--- config.mk ---
export PLATFORM = sky130hd
export DESIGN_NAME = alu_arbiter
export DESIGN_NICKNAME = d
export VERILOG_FILES = /design/src/rtl/alu_arbiter.sv
export SDC_FILE = /design/constraint.sdc
export NUM_CORES = 1
export LEC_CHECK = 0
export BUFFER_PORTS_ARGS = -buffer_cell sky130_fd_sc_hd__buf_2
export CAP_MARGIN = 20
export CORE_MARGIN = 2
export CORE_UTILIZATION = 33
export CTS_BUF_LIST = sky130_fd_sc_hd__clkbuf_4
export CTS_CLUSTER_SIZE = 16
export DETAILED_ROUTE_END_ITERATION = 8
export HOLD_SLACK_MARGIN = 0.08
export PLACE_DENSITY = 0.6
export SLEW_MARGIN = 20
export SYNTH_ARGS = -nofsm -noshare
export SYNTH_HDL_FRONTEND = slang
export SYNTH_SLANG_ARGS = --single-unit
--- constraint.sdc ---
create_clock -name clk -period 1.8 [get_ports clk]
set_input_delay 0.09 -clock clk [delete_from_list [all_inputs] [get_ports clk]]
set_output_delay 0.09 -clock clk [all_outputs]
set_load 0.1 [all_outputs]
--- src/rtl/alu_arbiter.sv ---
// alu_arbiter: two-requester round-robin front end sharing one external combinational ALU.
// Latency: accept at edge T, operands on alu_* during EXEC, rsp_valid asserted from the cycle after EXEC.
// Backpressure: result held in RESP until rsp_ready; no new request is accepted until back in IDLE.
module alu_arbiter (
  input  logic        clk,
  input  logic        rst_n,
  input  logic        req0_valid,
  output logic        req0_ready,
  input  logic [31:0] req0_a,
  input  logic [31:0] req0_b,
  input  logic [2:0]  req0_op,
  input  logic        req1_valid,
  output logic        req1_ready,
  input  logic [31:0] req1_a,
  input  logic [31:0] req1_b,
  input  logic [2:0]  req1_op,
  output logic [31:0] alu_a,
  output logic [31:0] alu_b,
  output logic [2:0]  alu_op,
  input  logic [31:0] alu_c,
  output logic        rsp_valid,
  output logic        rsp_id,
  output logic [31:0] rsp_data,
  output logic        rsp_err,
  input  logic        rsp_ready,
  output logic        busy
);

  typedef enum logic [1:0] {IDLE, EXEC, RESP} state_e;

  state_e      state_q, state_d;
  logic        ptr_q, ptr_d;
  logic [31:0] a_q, a_d;
  logic [31:0] b_q, b_d;
  logic [2:0]  op_q, op_d;
  logic        id_q, id_d;
  logic [31:0] data_q, data_d;
  logic        err_q, err_d;
  logic        gnt0, gnt1;

  // Grant in IDLE only: a lone valid requester wins, on contention ptr picks; gated by rst_n so
  // ready stays low while reset is held.
  always_comb begin
    gnt0 = 1'b0;
    gnt1 = 1'b0;
    if (rst_n && (state_q == IDLE)) begin
      gnt0 = req0_valid && (!req1_valid || !ptr_q);
      gnt1 = req1_valid && (!req0_valid ||  ptr_q);
    end
  end

  assign req0_ready = gnt0;
  assign req1_ready = gnt1;

  // Next-state and datapath capture: latch the winner on accept, sample the ALU at the end of EXEC.
  always_comb begin
    state_d = state_q;
    ptr_d   = ptr_q;
    a_d     = a_q;
    b_d     = b_q;
    op_d    = op_q;
    id_d    = id_q;
    data_d  = data_q;
    err_d   = err_q;
    unique case (state_q)
      IDLE: begin
        if (gnt0 || gnt1) begin
          state_d = EXEC;
          // Pointer moves to the requester that lost this round.
          ptr_d   = gnt0;
          a_d     = gnt1 ? req1_a  : req0_a;
          b_d     = gnt1 ? req1_b  : req0_b;
          op_d    = gnt1 ? req1_op : req0_op;
          id_d    = gnt1;
        end
      end
      EXEC: begin
        state_d = RESP;
        data_d  = alu_c;
        // Codes 110/111 are still issued to the ALU but flagged as errors.
        err_d   = (op_q[2:1] == 2'b11);
      end
      RESP: begin
        if (rsp_ready) state_d = IDLE;
      end
      default: state_d = IDLE;
    endcase
  end

  // State and datapath registers; reset discards any in-flight operation.
  always_ff @(posedge clk or negedge rst_n) begin
    if (!rst_n) begin
      state_q <= IDLE;
      ptr_q   <= 1'b0;
      a_q     <= 32'd0;
      b_q     <= 32'd0;
      op_q    <= 3'd0;
      id_q    <= 1'b0;
      data_q  <= 32'd0;
      err_q   <= 1'b0;
    end else begin
      state_q <= state_d;
      ptr_q   <= ptr_d;
      a_q     <= a_d;
      b_q     <= b_d;
      op_q    <= op_d;
      id_q    <= id_d;
      data_q  <= data_d;
      err_q   <= err_d;
    end
  end

  assign alu_a     = a_q;
  assign alu_b     = b_q;
  assign alu_op    = op_q;
  assign rsp_valid = (state_q == RESP);
  assign rsp_id    = id_q;
  assign rsp_data  = data_q;
  assign rsp_err   = err_q;
  assign busy      = (state_q != IDLE);

endmodule

### Word-level counts from Yosys, hierarchy flattened

Cells that the tools add are included.

| word-level totals | value |
|---|---|
| latch bits | 0 |
| memories kept | 0 |
| RAM bits | 0 |
| bits in read-only memories | 0 |
| flip-flop bits (word level) | 104 |
| word-level logic and storage cells | 34 |
| bits of input ports | 171 |

| cells by class | value |
|---|---|
| eq/ne operators | 5 |
| multiplexer cells | 8 |
| reduce and logical (&&, ||, !) cells | 13 |
| multipliers | 0 |
| magnitude comparators | 0 |
| add/sub/neg operators | 0 |
| div/mod/pow operators | 0 |
| bitwise operators | 0 |
| shift-type cells | 0 |

Operators by type and width:

| cell | count |
|---|---|
| 32-bit 2-to-1 mux | 2 |
| 2-bit case mux with 3 select lines | 1 |
| 2-bit == test, second input constant | 2 |
| 2-bit 2-to-1 mux | 2 |
| 2-bit by 1-bit != test with 1-bit output, second input constant | 2 |
| 2-bit AND reduction | 2 |
| 1-bit logical AND | 3 |
| 1-bit zero test | 3 |
| 1-bit logical OR | 3 |
| 3-bit 2-to-1 mux | 1 |
| 2-bit by 1-bit == test with 1-bit output, second input constant | 1 |
| 2-bit zero test | 1 |
| 1-bit 2-to-1 mux | 2 |
| 2-bit nonzero test | 1 |

### Longest topological paths before layout

Gate-level depths: netlist (run 1).

| logic depth | value |
|---|---|
| word-level depth | 7 |
| gate-level depth with buffers | 8 |
| gate-level depth less buffers | 3 |

### Worst setup path after synthesis (run 1)

OpenSTA, ideal clock, no wires.

| timing path | value |
|---|---|
| path type | flip-flop to flip-flop |
| start point | reg state_q[0] |
| end point | reg id_q, in the netlist rsp_id |
| arrival time | 1.776 ns |
| stages on the path, launching flop included | 5 |
| path slack | -0.143 ns |
| library setup time | 0.167 ns |
| buffers on the path | 1 |
| clock period less this slack | 1.943 ns |
| path through | dfrtp_1 -> nor3b_1 -> buf_2 -> and3_1 -> o21ai_0 |

| between the ends | value |
|---|---|
| word-level cells in the longest chain between the ends | 5 |
| elaborated cells on any way between the ends | 6 |

Ends and longest elaborated chain:

| what | RTL line | text |
|---|---|---|
| from (decl) | 31 | `state_e state_q, state_d;` |
| from (signal assigned) | 102 | `state_q <= state_d;` |
| 2-bit zero test | 46 | `if (rst_n && (state_q == IDLE)) begin` |
| 1-bit logical AND | 46 |  |
| 1-bit 2-to-1 mux | 46 |  |
| net req0_ready | 8 | `output logic req0_ready,` |
| 1-bit logical OR | 67 | `if (gnt0 \|\| gnt1) begin` |
| 2-bit AND reduction (no source line) | -- |  |
| to (signal assigned) | 107 | `id_q <= id_d;` |
| to (decl) | 36 | `logic id_q, id_d;` |

The timed path passes the listed nets, and every way through them passes these cells.
A chain may end at the register's enable or synchronous reset.

### Worst setup path in the final report (run 1)

| timing path | value |
|---|---|
| start point | reg state_q[0] |
| end point | out req0_ready |

| between the ends | value |
|---|---|
| word-level cells in the longest chain between the ends | 3 |

Ends and longest elaborated chain:

| what | RTL line |
|---|---|
| 2-bit zero test | 46 |
| 1-bit logical AND | 46 |
| 1-bit 2-to-1 mux | 46 |
| to (decl) | 8 |

Every way passes these cells.

==> flow_summary_export.csv, run 1 <==
group,metric,value,unit
run_status,status,"completed",
placement,numPortBuffers,275,
synthesis,synth.largest_area_cell,"dfrtp_1",
critical_path,cp_top_family,"simple AND/OR/NAND/NOR gates",
floorplan,die-area,0.01670,mm^2
synthesis,synthArstFlopShare,100.0,%
critical_path,crit_type,"reg2out",
clock_tree,path_clk_slew,190,ps
cells_and_area,fin_nets,1080,
floorplan,num_io_pins,276,
synthesis,synth_area_leaders,"dfrtp_1 50%, o31ai_1 8.3%, a31oi_1 8.1%, nand4_1 8.1%, mux2_2 7.0%",
detailed_routing,ant_nets,0,
detailed_routing,drc_errors,0,
flow_run,max-cap-violations,0,
timing,whs,123.2,ps
critical_path,worstPathMaxFanout,4,
synthesis,synth_top_flop_cell,"dfrtp_1",
timing,finalClockSkew,16.13,ps
critical_path,cp_slowest_cell,"dfrtp_1",
global_route,first_global_vias,6327,
detailed_routing,drtPass1Iterations,5,
critical_path,slowest_delay,430,ps
synthesis,synth_xor_area_share,0,%
timing,clock.fmax,559.1,MHz
clock_tree,cts_buffers,9,
timing,min_period,1789,ps
timing,period_share,99.37,%
cells_and_area,finalNonFillerCells,1126,
floorplan,core,0.01526,mm^2
global_route,antenna_found_initial,1,
global_route,met1_usage,28.28,%
detailed_routing,wire_per_inst,18.32,um
timing,slew_headroom,51.26,%
clock_tree,cts.path.max_buffers,2,
synthesis,syn-num-nets,670,
floorplan,start_util,33.91,%
critical_path,cp_cell_sequence,"nor3b_2, buf_4, and3_4, buf_12",
synthesis,synthAdderAreaFrac,0,%
global_route,grt_pass1_wl,31370,um
global_route,track_usage,23.77,%
synthesis,synth_area_per_cell,10.37,um^2
clock_tree,cts_tree,"built",
synthesis,synth_compound_area_share,25.71,%
global_route,overflow,0,
synthesis,synth_top_cell_area_share,50.30,%
pwr,p_leak,3.773,nW
critical_path,cp.required,1710,ps
timing,worstMarginPinSlew,731.0,ps
floorplan,num_rows,45,
placement,dp_hpwl,12260,um
synthesis,synth-simple-area-share,9.746,%
timing,slew_violations,0,
cells_and_area,area_delta_synth_final,68.30,%
detailed_routing,num_vias,6118,
global_route,grt_use_met3,4.459,%
synthesis,synth_top_family_by_area,"compound AO/OA/AOI/OAI gates",
clock_tree,cts_root_buf,"clkbuf_4",
synthesis,ys_seq_area_share,50.30,%
clock_tree,clock_latency,480,ps
critical_path,cp_num_buf_inv,2,
hold_path,holdCritPathClass,"in2reg",
synthesis,synthMuxAreaShare,6.965,%
global_route,top_usage_layer,"met2",
clock_tree,htree_levels,3,
synthesis,yosysMostFrequentCell,"dfrtp_1",
synthesis,ys_top_cells_by_count,"104 x dfrtp_1, 67 x a21oi_1, 67 x a31oi_1, 67 x nand4_1, 57 x o31ai_1",
placement,placedCellCount,934,
pwr,ir_drop,1.376,mV
synthesis,synth-seq-cells,104,
placement,place.gp.congestion,0.7676,
timing,rsz0062_at_grt,"true",
synthesis,ys_types,23,
detailed_routing,finalWirelength,20620,um
global_route,met2_usage,41.58,%
critical_path,cp-end-kind,"output pin",
timing,hold_viol_final,0,
detailed_routing,via_per_inst,5.433,
clock_tree,clock_sinks,104,
synthesis,synthCells,499,
floorplan,die_x,129.2,um
cells_and_area,n_fill_cell,1267,
detailed_routing,drtIter0Drc,403,
synthesis,syn_area,0.005174,mm^2
synthesis,synth-edff-count,0,
synthesis,ys_warn_count,0,
pwr,p_total,17.60,mW
pwr,powerDensity,2022,mW/mm^2
critical_path,worst_ep_arrival_time,1700,ps
cells_and_area,drive_gt1_share,40.70,%
critical_path,cp-start-kind,"flop",
global_route,grt_start_max_net_pins,56,
timing,setup_violations,0,
floorplan,die_y,129.2,um
## path summary, 6_finish.rpt
kind | to | cells past startpoint | start | slack [ps]
min in group asynchronous | rsp_data[24]$_DFFE_PN0N_ | 3 | rst_n | 310
worst max-delay path | req0_ready | 4 | state_q[0]$_DFFE_PN0P_ | 10
worst min register to register | rsp_err$_DFFE_PN0N_ | 2 | rsp_err$_DFFE_PN0N_ | 510
max in group asynchronous | alu_b[16]$_DFFE_PN0P_ | 3 | rst_n | 960
worst min-delay path | rsp_id$_DFFE_PN0P_ | 4 | req0_valid | 120
worst max register to register | alu_b[4]$_DFFE_PN0P_ | 5 | state_q[0]$_DFFE_PN0P_ | 20
## report_power, final
group          total, mW  switching, mW  internal, mW
logic               12.3           10.1          2.19
clock network       1.28          0.940         0.344
registers           4.01          0.621          3.39
total               17.6           11.7          5.92
## kinds of logic after synthesis
group | count (synthesis)
AO/OA/AOI/OAI | 205
buffers and inverters | 77
multiplexers | 32
AND/OR/NAND/NOR | 81
flip-flops | 104
## what timing repair did
| item | CTS | global route |
|---|---|---|
| hold buffers | 170 | 0 |
| pin swaps | 1 | 1 |
| gates resized for setup | 4 | 4 |
| endpoints found under the setup margin | 2 | 5 |
| endpoints found under the hold margin | 206 | 0 |
| buffers inserted | 5 | 0 |
## registers in the layout (all words and copies together) (netlist names)
signal    flops
rsp_err       1
alu_op        3
state_q       2
rsp_id        1
alu_a        32
alu_b        32
rsp_data     32
ptr_q         1
## worst register-to-register path: stages, from the launching register on
cell	delay, ps
dfrtp_1	430
buf_4	150
or3b_4	430
buf_12	190
o31ai_1	340
a31oi_1	140
## cell usage in the layout, fill, tap and decap left out, drive strengths merged
master	netlist	final
buf	30	302
dlygate4sd3	0	169
dfrtp	104	104
nand4	67	67
a21oi	67	67
a31oi	67	67
o31ai	67	67
mux2	32	32
clkbuf	43	9
inv	4	7
nand2	3	3
o21ai	3	3
nand2b	3	3
clkinv	0	3
or2	2	2
diode	0	1
nor3b	1	1
nand3	1	1
clkinvlp	0	1
and3	1	1
or3b	1	1
nor2b	1	1
and2	1	1
a21o	1	1
dlymetal6s4s	0	1
## layer usage
| layer | routed length (um) | share of wire (%) |
|---|---|---|
| met4 | 413 | 2.0 |
| met1 | 8127 | 39 |
| met5 | 0 | 0 |
| met2 | 10350 | 50 |
| met3 | 1729 | 8.4 |
## through the flow
step	setup TNS [ps]	area, um^2	setup slack [ps]	utilization [%]
global placement	0	6785	237.5	44.47
CTS	-91.58	8695	-53.52	56.98
detailed placement	0	6785	196.9	44.47
global route	-171.9	8707	-86.78	57.06
finish	0	8707	11.42	57.06
floorplan	0	5179	190.1	-
## final cells by class
| cell class | count | area [um^2] | share of cell area [%] |
|---|---|---|---|
| timing repair buffer | 472 | 3433 | 39.43 |
| sequential | 104 | 2603 | 29.89 |
| multi-input combinational | 318 | 2235 | 25.66 |
| tap | 211 | 264.0 | 3.032 |
| clock inverter | 7 | 83.83 | 0.9628 |
| clock buffer | 9 | 67.56 | 0.7760 |
| inverter | 4 | 18.77 | 0.2155 |
| antenna | 1 | 2.502 | 0.02874 |
(Power assumes the default switching activity.)
==> run 2, diff against run 1 <==
CELL_PAD_IN_SITES_DETAIL_PLACEMENT = 0   (was not set)
CELL_PAD_IN_SITES_GLOBAL_PLACEMENT = 1   (was not set)
MAX_ROUTING_LAYER = met4   (was not set)
PLACE_DENSITY = 0.79   (was 0.6)
==> run 2 against run 1 <==
Against the previous run: the flow now finishes with violations (setup timing); clock skew up 4.0 ps; via count up 2.6%; critical path depth unchanged; sequential share of layout area down 0.30 points; largest cell class unchanged; register-to-register slack better by 60 ps; power up 1.3%; die area unchanged.
==> flow_summary_export.csv, run 2 (synthesis results as in run 1) <==
group,metric,value,unit
run_status,status,"complete, but fails checks",
run_status,violations,"setup timing",
critical_path,worst_ep_arrival_time,1720,ps
cells_and_area,final_area,0.008796,mm^2
critical_path,reg2reg_from,"state_q[1]$_DFFE_PN0P_",
critical_path,timing.rr.end,"alu_b[6]$_DFFE_PN0P_",
detailed_routing,drtPass1Iterations,5,
critical_path,cp.required,1710,ps
detailed_routing,drtIter0Drc,500,
cells_and_area,fin_nets,1082,
pwr,seqPwrFrac,22.5,%
cells_and_area,finalNonFillerCells,1128,
timing,slew_headroom,58.60,%
timing,slew_violations,0,
flow_run,max-cap-violations,0,
placement,placedInstanceArea,0.006783,mm^2
critical_path,cp-end-kind,"output pin",
global_route,antenna_found_initial,0,
floorplan,die_x,129.2,um
critical_path,cp-start-kind,"flop",
timing,rsz0062_at_grt,"true",
detailed_routing,finalWirelength,21440,um
cells_and_area,final_cell_mix,"270 x buf_2, 170 x dlygate4sd3_1, 104 x dfrtp_1",
clock_tree,cts_tree,"built",
global_route,grt_pass1_wl,32600,um
cells_and_area,drive_gt1_share,41.16,%
pwr,power_switching,11.74,mW
hold_path,whs_path_depth,4,
timing,setup_violations,1,
pwr,p_leak,3.809,nW
critical_path,reg2reg_slack,80,ps
critical_path,cp_slowest_cell,"dfrtp_1",
placement,dpl_worst_slack,80.87,ps
placement,dp_hpwl,12300,um
clock_tree,clock_sinks,104,
critical_path,crit_type,"reg2out",
timing,finalClockSkew,20.10,ps
hold_path,hp-start,"req1_valid",
clock_tree,path_clk_slew,200,ps
timing,finalSetupTns,-12.51,ps
placement,numPortBuffers,275,
timing,hold_viol_final,0,
clock_tree,cts.path.max_buffers,2,
timing,worst_slack,-12.51,ps
hold_path,worstHoldEndpoint,"alu_a[18]$_DFFE_PN0P_",
pwr,pwr-share-comb,69.6,%
clock_tree,htree_levels,3,
cells_and_area,final_common_cell,"buf_2",
critical_path,cp_cell_sequence,"nor3b_4, buf_6, and3_4, buf_12",
cells_and_area,final_core_util,57.65,%
floorplan,die-area,0.01670,mm^2
floorplan,start_util,33.91,%
global_route,grt_start_max_net_pins,99,
global_route,overflow,0,
floorplan,num_io_pins,276,
hold_path,holdCritPathClass,"in2reg",
floorplan,core,0.01526,mm^2
floorplan,die_y,129.2,um
pwr,netSwitchingFraction,65.84,%
timing,worstMarginPinSlew,621.0,ps
critical_path,worstPathMaxFanout,3,
timing,period_share,100.7,%
detailed_routing,ant_nets,0,
clock_tree,cts_root_buf,"clkbuf_4",
timing,min_period,1813,ps
pwr,powerDensity,2028,mW/mm^2
detailed_routing,wire_per_inst,19.00,um
global_route,track_usage,25.43,%
clock_tree,clock_latency,490,ps
detailed_routing,num_vias,6276,
detailed_routing,via_per_inst,5.564,
critical_path,slowest_delay,440,ps
cells_and_area,area_delta_synth_final,70.01,%
pwr,intPower,6.094,mW
critical_path,rr_worst_depth,5,
global_route,first_global_vias,6385,
timing,clock.fmax,551.7,MHz
placement,placedCellCount,932,
detailed_routing,drc_errors,0,
pwr,p_clk_share,7.9,%
placement,place.gp.congestion,0.8670,
pwr,ir_drop,1.657,mV
clock_tree,cts_buffers,9,
floorplan,num_rows,45,
## run 2: cell count changes in the layout (fill, tap and decap cells not counted)
| cell | delta |
|---|---|
| o31ai_2 | +3 |
| dlygate4sd3_1 | +1 |
| clkinv_8 | -1 |
| buf_6 | +1 |
| clkbuf_16 | +1 |
| o31ai_1 | -3 |
| nor3b_2 | -1 |
| buf_16 | +1 |
| dlymetal6s4s_1 | -1 |
| inv_6 | -1 |
| buf_4 | -1 |
| nor3b_4 | +1 |
| bufinv_16 | +1 |
| clkinv_4 | +1 |
## run 2: final cells by class
cell class,count,area (um^2)
inverters,4,18.77
clock inverters,7,97.59
multi-input cells,318,2256
flip-flops and latches,104,2603
well taps,211,264.0
clock buffers,9,67.56
repair buffers,474,3487
fillers,1260,6462
diodes,1,2.502
## run 2: how the worst max path moves through the flow
| stage | from | endpoint | slack [ps] | depth (start not counted) |
|---|---|---|---|---|
| final | state_q[0]$_DFFE_PN0P_ | req0_ready | -10 | 4 |
| after global routing | state_q[0]$_DFFE_PN0P_ | req0_ready | -90 | 4 |
| after CTS | state_q[1]$_DFFE_PN0P_ | req0_ready | -50 | 4 |
| after detailed placement | state_q[0]$_DFFE_PN0P_ | alu_b[30]$_DFFE_PN0P_ | 80 | 5 |
| after global placement | state_q[0]$_DFFE_PN0P_ | alu_a[5]$_DFFE_PN0P_ | 140 | 5 |
| after floorplan | state_q[0]$_DFFE_PN0P_ | rsp_id$_DFFE_PN0P_ | 190 | 4 |
## run 2: worst max-delay path: cells and delay by family, from the launching register on
family / cells / cell delay [ps]
DFF: 1 / 440
and+or+nand+nor: 2 / 470
buffers and inverters: 2 / 320
## run 2: through the flow
step / total power, mW / hold slack [ps]
final: 17.84 / 210.5
after global routing: 18.50 / 193.1
after CTS: 17.72 / 172.7
after detailed placement: 15.99 / -66.00
after global placement: 15.87 / -69.51
after floorplan: 13.78 / -205.6
## run 2: timing repair
| item | CTS | global route |
|---|---|---|
| endpoints found under the setup margin | 2 | 58 |
| hold buffers | 170 | 0 |
| resized for setup | 6 | 7 |
| pin swaps | 1 | 2 |
| cloned | 0 | 1 |
| hold endpoints to repair | 206 | 0 |
| setup buffers | 5 | 3 |
## run 2: metal layers
layer  vias up  global-route usage [%]  part of all wire, %
met5         -                       -                    0
met4         0                   11.51                  3.3
met3        80                   4.789                  8.1
met2       417                   43.53                   51
met1      2995                   28.91                   38
li1       2784                       -                    -
## run 2: power by group through the flow
stage | Combinational, mW | Sequential [mW] | Clock, mW
after floorplan | 2.07 | 11.7 | 0
after global placement | 11.9 | 4.00 | 0
after detailed placement | 11.9 | 4.04 | 0
after CTS | 12.3 | 3.99 | 1.44
after global routing | 12.8 | 4.13 | 1.53
final | 12.4 | 4.01 | 1.41
==> run 3, diff against run 2 <==
RECOVER_POWER = 25   (was not set)
SKIP_CTS_REPAIR_TIMING = 1   (was not set)
==> run 3 against run 2 <==
Against the previous run: largest power group unchanged; worst setup slack worse by 19 ps; power down 0.57%; flip-flop and latch count unchanged; first-iteration DRC count up 5.4%; the flow still finishes with violations (setup timing).
==> flow_summary_export.csv, run 3 (synthesis results as in run 1) <==
group,metric,value,unit
cells_and_area,diodes,0,
critical_path,rr_worst_depth,4,
critical_path,worst_ep_arrival_time,1740,ps
cells_and_area,final_cell_mix,"272 x buf_2, 169 x dlygate4sd3_1, 103 x dfrtp_1",
global_route,grt_start_max_net_pins,99,
global_route,track_usage,21.19,%
clock_tree,cts_buffers,9,
clock_tree,path_clk_slew,180,ps
global_route,first_global_vias,5163,
critical_path,cp-start-kind,"flop",
cells_and_area,drive_gt1_share,40.37,%
detailed_routing,ant_nets,0,
detailed_routing,finalWirelength,20820,um
clock_tree,cts_tree,"built",
floorplan,num_io_pins,276,
flow_run,max-cap-violations,0,
critical_path,cp-end-kind,"output pin",
floorplan,die_y,129.2,um
run_status,violations,"setup timing",
timing,worstMarginPinSlew,969.3,ps
placement,placedCellCount,932,
pwr,p_total,17.74,mW
timing,slew_headroom,35.38,%
timing,period_share,101.8,%
timing,finalClockSkew,15.24,ps
detailed_routing,drtIter0Drc,527,
floorplan,die-area,0.01670,mm^2
cells_and_area,finalNonFillerCells,1120,
floorplan,core,0.01526,mm^2
cells_and_area,fin_nets,1075,
run_status,status,"complete, but fails checks",
timing,worst_slack,-31.63,ps
critical_path,crit_type,"reg2out",
pwr,p_leak,3.755,nW
clock_tree,clock_sinks,104,
clock_tree,cts.path.max_buffers,2,
hold_path,holdCritPathClass,"in2async",
clock_tree,htree_levels,3,
detailed_routing,via_per_inst,5.456,
critical_path,reg2reg_slack,60,ps
critical_path,reg2reg_from,"state_q[0]$_DFFE_PN0P_",
placement,place.gp.congestion,0.8670,
placement,numPortBuffers,275,
timing,slew_violations,0,
global_route,antenna_found_initial,0,
pwr,ir_drop,1.457,mV
clock_tree,cts_root_buf,"clkbuf_4",
timing,rsz0062_at_grt,"true",
cells_and_area,final_common_cell,"buf_2",
timing,setup_violations,2,
timing,min_period,1832,ps
clock_tree,clock_latency,470,ps
floorplan,num_rows,45,
floorplan,start_util,33.91,%
detailed_routing,num_vias,6111,
cells_and_area,final_core_util,56.92,%
critical_path,worstPathMaxFanout,5,
timing,hold_viol_final,0,
timing,finalSetupTns,-46.25,ps
critical_path,timing.rr.end,"alu_b[1]$_DFFE_PN0P_",
timing,clock.fmax,546.0,MHz
placement,dpl_worst_slack,80.87,ps
pwr,powerDensity,2042,mW/mm^2
global_route,grt_pass1_wl,26990,um
detailed_routing,drc_errors,0,
detailed_routing,wire_per_inst,18.59,um
global_route,overflow,0,
placement,dp_hpwl,12300,um
floorplan,die_x,129.2,um
critical_path,cp.required,1710,ps
cells_and_area,area_delta_synth_final,67.86,%
detailed_routing,drtPass1Iterations,5,
[run 3: routing by layer]
layer  GRT usage (%)  share of wire (%)  up-vias
li1                -                  -     2768
met1           25.59                 40     2939
met2           35.85                 50      346
met3           3.840                7.1       58
met4           7.033                2.8        0
met5               -                  0        -
[run 3: worst max-delay path by stage]
stage	startpoint	to	slack, ps	cells past startpoint
6_report	state_q[1]$_DFFE_PN0P_	req0_ready	-30	4
5_1_grt	state_q[1]$_DFFE_PN0P_	req0_ready	-140	4
4_1_cts	state_q[0]$_DFFE_PN0P_	req1_ready	-370	5
3_5_place_dp	state_q[0]$_DFFE_PN0P_	alu_b[30]$_DFFE_PN0P_	80	5
3_3_place_gp	state_q[0]$_DFFE_PN0P_	alu_a[5]$_DFFE_PN0P_	140	5
2_1_floorplan	state_q[0]$_DFFE_PN0P_	rsp_id$_DFFE_PN0P_	190	4
[run 3: final cells by class]
class                      count  area (um^2)
fill                        1262         6574
multi-input combinational    318         2236
inverter                       4        18.77
sequential                   104         2604
tap                          211        264.0
timing repair buffer         467         3397
clock buffer                   9        67.56
clock inverter                 7        97.59
[run 3: critical path, stage by stage (launching register included)]
cell     delay (ps)
dfrtp_2         480
nor3b_4         260
buf_6           150
and3_4          200
buf_12          170
[run 3: per-stage QoR]
step | instance area, um^2 | hold WS [ps]
final | 8685 | 144.1
after global routing | 8685 | 182.5
after CTS | 6948 | -618.3
after detailed placement | 6783 | -66.00
after global placement | 6783 | -69.51
after floorplan | 5179 | -205.6
[run 3: where the power goes]
group	internal [mW]	switching [mW]	total, mW
combinational	2.17	10.1	12.3
clock	0.470	0.922	1.39
sequential	3.39	0.640	4.03
total	6.03	11.7	17.7
